**src/rtl/baud_frac_generator_pkg.sv**
```systemverilog
// baud_pkg: shared constants for the fractional baud generator.
//   - selector encoding (presets 0..3, custom for 4..7)
//   - preset baud list and default oversample / fraction widths
//   - calc_div(): rounded fixed-point divisor {int,frac} for a given baud
package baud_pkg;

    localparam int DEF_OVERSAMPLE = 16;
    localparam int DEF_FRAC_W     = 4;

    localparam logic [2:0] SEL_9600   = 3'd0;
    localparam logic [2:0] SEL_19200  = 3'd1;
    localparam logic [2:0] SEL_57600  = 3'd2;
    localparam logic [2:0] SEL_115200 = 3'd3;
    localparam logic [2:0] SEL_CUSTOM = 3'd4;   // 4..7 all select the shadow register

    localparam int NUM_PRESETS = 4;
    localparam int PRESET_BAUD [NUM_PRESETS] = '{9600, 19200, 57600, 115200};

    // round(clk_freq * 2^frac_w / (baud * os)), returned as {int,frac}
    function automatic longint calc_div(input int clk_freq, input int baud,
                                        input int os, input int frac_w);
        longint num;
        longint den;
        num = longint'(clk_freq) * (longint'(1) << frac_w);
        den = longint'(baud) * longint'(os);
        return (2 * num + den) / (2 * den);
    endfunction

endpackage

```
**src/rtl/baud_frac_generator_frac_period_counter.sv**
```systemverilog
// frac_period_counter: one oversample period at a time, with a fractional
// accumulator that stretches a period by one cycle whenever it carries.
//   clk, reset          clock, async active-high reset
//   run                 count this cycle
//   load                restart: cnt=0, acc=0, adopt load_int/load_frac
//   load_int/load_frac  divisor to adopt on load (already clamped)
//   wrap                last cycle of the current period while running
module frac_period_counter #(
    parameter int INT_W  = 16,
    parameter int FRAC_W = 4
) (
    input  logic              clk,
    input  logic              reset,
    input  logic              run,
    input  logic              load,
    input  logic [INT_W-1:0]  load_int,
    input  logic [FRAC_W-1:0] load_frac,
    output logic              wrap
);

    // period is one bit wider than int so int=max plus carry cannot overflow
    logic [INT_W:0]    cnt;
    logic [INT_W:0]    period;
    logic [FRAC_W-1:0] acc;
    logic [INT_W-1:0]  div_int;
    logic [FRAC_W-1:0] div_frac;
    logic [FRAC_W:0]   sum;

    assign sum  = {1'b0, acc} + {1'b0, div_frac};
    assign wrap = run && (cnt == period - (INT_W+1)'(1));

    always_ff @(posedge clk or posedge reset) begin
        if (reset) begin
            cnt      <= '0;
            period   <= (INT_W+1)'(2);
            acc      <= '0;
            div_int  <= INT_W'(2);
            div_frac <= '0;
        end else if (load) begin
            // first period after a load is the bare integer part
            cnt      <= '0;
            acc      <= '0;
            period   <= {1'b0, load_int};
            div_int  <= load_int;
            div_frac <= load_frac;
        end else if (wrap) begin
            cnt    <= '0;
            acc    <= sum[FRAC_W-1:0];
            period <= {1'b0, div_int} + {{INT_W{1'b0}}, sum[FRAC_W]};
        end else if (run) begin
            cnt <= cnt + (INT_W+1)'(1);
        end
    end

endmodule

```
**src/rtl/baud_frac_generator.sv**
```systemverilog
// baud_frac_generator: fractional-N oversample tick generator for the UART.
//   clk, reset              clock, async active-high reset
//   enable                  counting enable (hold when low)
//   sync_restart            re-phase pulse from the RX start-bit detector
//   baud_selector           0..3 presets, 4..7 custom shadow divisor
//   custom_div_int/_frac    custom divisor, captured by custom_load
//   tick_os/tick_mid/tick_bit  oversample, mid-bit and end-of-bit pulses
//   os_index                oversample position within the bit
//   update_pending          a new divisor is waiting for the next boundary
//   cfg_error               the active divisor was clamped to 2
module baud_frac_generator
    import baud_pkg::*;
#(
    parameter int CLK_FREQ   = 100_000_000,
    parameter int OVERSAMPLE = DEF_OVERSAMPLE,
    parameter int INT_W      = 16,
    parameter int FRAC_W     = DEF_FRAC_W
) (
    input  logic                          clk,
    input  logic                          reset,
    input  logic                          enable,
    input  logic                          sync_restart,
    input  logic [2:0]                    baud_selector,
    input  logic [INT_W-1:0]              custom_div_int,
    input  logic [FRAC_W-1:0]             custom_div_frac,
    input  logic                          custom_load,
    output logic                          tick_os,
    output logic                          tick_mid,
    output logic                          tick_bit,
    output logic [$clog2(OVERSAMPLE)-1:0] os_index,
    output logic                          update_pending,
    output logic                          cfg_error
);

    localparam int OS_W  = $clog2(OVERSAMPLE);
    localparam int DIV_W = INT_W + FRAC_W;

    localparam logic [DIV_W-1:0] PDIV [NUM_PRESETS] = '{
        DIV_W'(calc_div(CLK_FREQ, PRESET_BAUD[0], OVERSAMPLE, FRAC_W)),
        DIV_W'(calc_div(CLK_FREQ, PRESET_BAUD[1], OVERSAMPLE, FRAC_W)),
        DIV_W'(calc_div(CLK_FREQ, PRESET_BAUD[2], OVERSAMPLE, FRAC_W)),
        DIV_W'(calc_div(CLK_FREQ, PRESET_BAUD[3], OVERSAMPLE, FRAC_W))
    };

    logic              start_pending;   // restart owed on the first enabled clock after reset
    logic [2:0]        sel_q;
    logic [INT_W-1:0]  shadow_int, shadow_int_nx, cand_int, load_int;
    logic [FRAC_W-1:0] shadow_frac, shadow_frac_nx, cand_frac, load_frac;
    logic              clamp, sel_change, restart, run, wrap, apply;

    // Candidate divisor always reflects the latest selection, so whatever is
    // applied at the boundary is the most recent request.
    always_comb begin
        shadow_int_nx  = custom_load ? custom_div_int  : shadow_int;
        shadow_frac_nx = custom_load ? custom_div_frac : shadow_frac;
        if (baud_selector < SEL_CUSTOM) begin
            cand_int  = PDIV[baud_selector[1:0]][DIV_W-1:FRAC_W];
            cand_frac = PDIV[baud_selector[1:0]][FRAC_W-1:0];
        end else begin
            cand_int  = shadow_int_nx;
            cand_frac = shadow_frac_nx;
        end
    end

    assign clamp     = cand_int < INT_W'(2);
    assign load_int  = clamp ? INT_W'(2) : cand_int;
    assign load_frac = clamp ? '0 : cand_frac;

    assign sel_change = (baud_selector != sel_q) ||
                        (custom_load && baud_selector >= SEL_CUSTOM);
    assign restart    = sync_restart || (start_pending && enable);
    assign run        = enable && !start_pending;
    // boundary apply only when something is pending, so cnt never truncates
    assign apply      = restart || (wrap && update_pending);

    frac_period_counter #(
        .INT_W  (INT_W),
        .FRAC_W (FRAC_W)
    ) u_period (
        .clk       (clk),
        .reset     (reset),
        .run       (run),
        .load      (apply),
        .load_int  (load_int),
        .load_frac (load_frac),
        .wrap      (wrap)
    );

    assign tick_os  = wrap && !sync_restart;
    assign tick_mid = tick_os && (os_index == OS_W'(OVERSAMPLE/2 - 1));
    assign tick_bit = tick_os && (os_index == OS_W'(OVERSAMPLE - 1));

    always_ff @(posedge clk or posedge reset) begin
        if (reset) begin
            start_pending  <= 1'b1;
            sel_q          <= SEL_9600;
            shadow_int     <= PDIV[0][DIV_W-1:FRAC_W];
            shadow_frac    <= PDIV[0][FRAC_W-1:0];
            update_pending <= 1'b1;
            cfg_error      <= 1'b0;
            os_index       <= '0;
        end else begin
            sel_q       <= baud_selector;
            shadow_int  <= shadow_int_nx;
            shadow_frac <= shadow_frac_nx;
            if (apply) begin
                start_pending <= 1'b0;
                cfg_error     <= clamp;
            end
            update_pending <= apply ? 1'b0 : (update_pending | sel_change);
            if (restart)
                os_index <= '0;
            else if (tick_os)
                os_index <= os_index + OS_W'(1);
        end
    end

endmodule

```
**config.mk**
```make
export PLATFORM = sky130hd
export DESIGN_NAME = baud_frac_generator
export DESIGN_NICKNAME = d
export VERILOG_FILES = /design/src/rtl/baud_frac_generator_pkg.sv /design/src/rtl/baud_frac_generator_frac_period_counter.sv /design/src/rtl/baud_frac_generator.sv
export SDC_FILE = /design/constraint.sdc
export NUM_CORES = 1
export LEC_CHECK = 0
export CELL_PAD_IN_SITES_DETAIL_PLACEMENT = 0
export CELL_PAD_IN_SITES_GLOBAL_PLACEMENT = 1
export CORE_ASPECT_RATIO = 0.75
export CORE_MARGIN = 8
export CORE_UTILIZATION = 47
export DETAILED_ROUTE_END_ITERATION = 10
export PLACE_DENSITY = 0.79
export SLEW_MARGIN = 40
export SYNTH_ARGS = -nofsm -noshare
export SYNTH_HDL_FRONTEND = slang
export SYNTH_SLANG_ARGS = --single-unit
```
**constraint.sdc**
```tcl
create_clock -name clk -period 4.5 [get_ports clk]
set_input_delay 0.9 -clock clk [delete_from_list [all_inputs] [get_ports clk]]
set_output_delay 0.9 -clock clk [all_outputs]
set_load 0.005 [all_outputs]
```
==> impl_metrics.yaml <==
outcome:
  status: "finished clean"
run:
  cap_violations: 0
yosys:
  synth_xor_area_share_pct: 8.88
  synth-seq-cells: 88
  syn_nets: 552
  ys_types: 65
  synth-simple-area-share_pct: 16.7
  synth_top_flop_cell: "dfrtp_1"
  ys_top_cells_by_area: "dfrtp_1 (38%), mux2_2 (8.6%), dfstp_2 (5.1%)"
  avgSynthCellArea_um2: 10.1
  synth_fa_ha_area_share_pct: 3.81
  synth-edff-count: 0
  yosys.area.top_type: "dfrtp_1"
  synth_top_area_share_pct: 38.1
  ys_warn_count: 0
  async_reset_ff_share_pct: 100
  synth_seq_area_share_pct: 43.2
  netlist_instances: 509
  synth_compound_area_share_pct: 11.2
  synth_top_family_by_area: "simple AND/OR/NAND/NOR gates"
  synth.area.mux_share_pct: 11.9
  netlist_area_mm2: 0.00513
critical_path:
  cp.arrival_ns: 3.44
  crit_path_start: "u_period.period[0]"
  max_stage_delay_ns: 0.50
  path_class: "reg2out"
  cp_cell_sequence: "inv_2 > ha_4 > nor3b_4 > nand3_2 > or4b_4 > a21oi_2 > o211ai_2 > nor4_4 > buf_4 > and3_1 > clkdlybuf4s50_1"
  path_buf_inv: 3
  cp-end-kind: "primary output"
  path_depth: 11
  timing.rr.end: "u_period.div_int[15]"
  worstRegToRegCells: 13
  reg2reg_from: "u_period.period[0]"
  crit_fanout: 6
  crit_family: "simple AND/OR/NAND/NOR gates"
  critPathLaunchType: "flip-flop"
  crit_path_end: "tick_bit"
  critPathSlowestCell: "or4b_4"
  rrSetupSlack_ns: 0.97
  required_ns: 3.60
finish:
  fin_nets: 596
  antenna_cells: 0
  area_growth_pct: 19.5
  post-route-cell-area_mm2: 0.00613
  drive_above_1_share_pct: 20.4
clock_tree:
  cts_num_sinks: 88
  cts_root_buffer: "clkbuf_16"
  cts.path.max_buffers: 2
  ctsHtreeMaxLevel: 3
  cts_tree: "done"
  cts_buffers: 9
  cts_hold_buf: 0
  clkLatencyLatePin_ns: 0.34
  clk_pin_slew_worst_paths_ns: 0.06
pwr:
  ir_worst_vdd_v: 0.000243
  power.leakage_uw: 0.00256
  power.total_uw: 2090
  power.density_mw_per_mm2: 341
floorplan:
  pin_count: 37
  rows: 33
  coreArea_mm2: 0.0108
  die_x_um: 137
  die_h_um: 106
  die-area_mm2: 0.0145
  start_util_pct: 47.6
sta:
  max-slew-margin-rel_pct: 53.5
  hold_slack_ns: 0.468
  tightest_slew_ns: 0.697
  fin_setup_tns_ns: 0
  clock_skew_ns: 0.00546
  timing.final.hold_violations: 0
  finalMaxSlewViolations: 0
  final.period_utilization_pct: 96.4
  finalSetupViolations: 0
  max_freq_ghz: 0.231
  fin_ws_ns: 0.162
  period_minus_slack_ns: 4.34
routing:
  vias_per_cell: 5.54
  drt-initial-drc-count: 291
  dr.pass1.iters: 7
  wirelength_mm: 12.2
  num_vias: 3865
  antenna_left: 0
  wl_per_cell_um: 17.4
  drc_errors: 0
place:
  io_buffers: 36
  placedInstanceArea_mm2: 0.00568
  dp_hpwl_mm: 8.75
  place_ws_ns: -0.0674
  finalWeightedCongestion: 0.888
grt:
  grt_max_degree: 38
  antenna_found_initial: 0
  grt_usage_pct: 17.4
  grt_pass1_vias: 3927
  grt_pass1_wl_mm: 20.1
  overflow: 0
min_path:
  hold_class: "reg2reg"
[worst register-to-register path: cells and delay by family (launching register included)]
kind                       cells  cell delay (ns)
and+or+nand+nor                3             0.65
AOI/OAI and AO/OA              3             0.86
buffers and inverters          4             0.68
xor gates and xnor gates       1             0.23
muxes                          1             0.37
adders and majority gates      1             0.17
DFF                            1             0.45
[report_power, final]
| part | internal [µW] | leakage, µW | switching [µW] | total, µW |
|---|---|---|---|---|
| Sequential | 868 | 0.00109 | 79.6 | 948 |
| Clock | 447 | 0.000139 | 317 | 764 |
| Combinational | 179 | 0.00133 | 199 | 378 |
| Total | 1490 | 0.00256 | 596 | 2090 |
[through the flow]
step	std cells	util, %
after floorplan	509	-
after global placement	679	52.7
after detailed placement	679	52.7
after CTS	697	55.9
after global routing	698	56.9
final	698	56.9
[final cells by class]
cell class                 count  area, µm²
multi-input combinational    369       2820
tap                          140        175
timing repair buffer          53        500
sequential                    88       2220
inverter                      32        121
clock inverter                 4       53.8
fill                         926       4650
clock buffer                  12        246
[cells in the final DEF, fill, tap and decap left out, drive strengths merged, types with 2 or more instances in the layout]
cell type / instances
dfrtp: 78
nor2: 49
mux2: 41
clkdlybuf4s50: 36
inv: 31
xor2: 26
xnor2: 26
nand2: 25
o21ai: 24
a21oi: 22
buf: 17
nand3: 16
nor3: 15
mux2i: 14
ha: 14
clkbuf: 12
dfstp: 10
nand4: 9
a21o: 8
and3: 8
nor4: 7
o211ai: 6
nand2b: 5
nor2b: 5
or3: 5
a32oi: 4
nand3b: 4
o31ai: 3
o21ba: 3
and4: 3
a2111oi: 2
and2: 2
clkinvlp: 2
or4b: 2
or4: 2
clkinv: 2
[metal layers]
layer / vias up / GRT usage (%) / routed length [µm]
li1: 1882 / - / -
met1: 1894 / 24.5 / 5980
met2: 77 / 26.0 / 5460
met3: 12 / 5.04 / 619
met4: 0 / 3.75 / 98
met5: - / 0 / 0
[state kept, by name (all words and copies together) (netlist names)]
name               flops
u_period.div_frac      4
sel_q                  3
os_index               4
shadow_frac            4
u_period.div_int      16
update_pending         1
cfg_error              1
u_period.period       17
shadow_int            16
u_period.cnt          17
u_period.acc           4
start_pending          1
[how the worst min path moves through the flow]
stage,end,slack (ns),startpoint,cells past startpoint
after floorplan,start_pending,0.44,start_pending,2
after global placement,start_pending,0.46,start_pending,2
after detailed placement,start_pending,0.46,start_pending,2
after CTS,start_pending,0.47,start_pending,2
after global routing,start_pending,0.49,start_pending,2
final,start_pending,0.47,start_pending,2
[kinds of logic after synthesis]
family | count (synthesis)
muxes | 55
and+or+nand+nor | 162
adders and majority gates | 15
AOI/OAI and AO/OA | 85
xor gates and xnor gates | 52
DFF | 88
buffers and inverters | 52
[synthesized netlist by cell type (9+ instances only)]
cell and n:
ha_1 14, dfrtp_1 78, clkbuf_1 10, nand2_1 25, inv_1 32, mux2_2 39, dfstp_2 10, nor3_1 14
nor2_1 48, xnor2_1 26, o21ai_0 23, mux2i_1 14, nand3_1 16, nand4_1 9, xor2_1 26, a21oi_1 22
[timing repair]
| item | in CTS | in global routing |
|---|---|---|
| setup endpoints to repair | 3 | 3 |
| buffers inserted | 2 | 1 |
| resized for setup | 6 | 18 |
| endpoints found under the hold margin | 0 | 0 |
| pin swaps | 1 | 6 |
No activity file was read; power rests on OpenSTA's default activity.
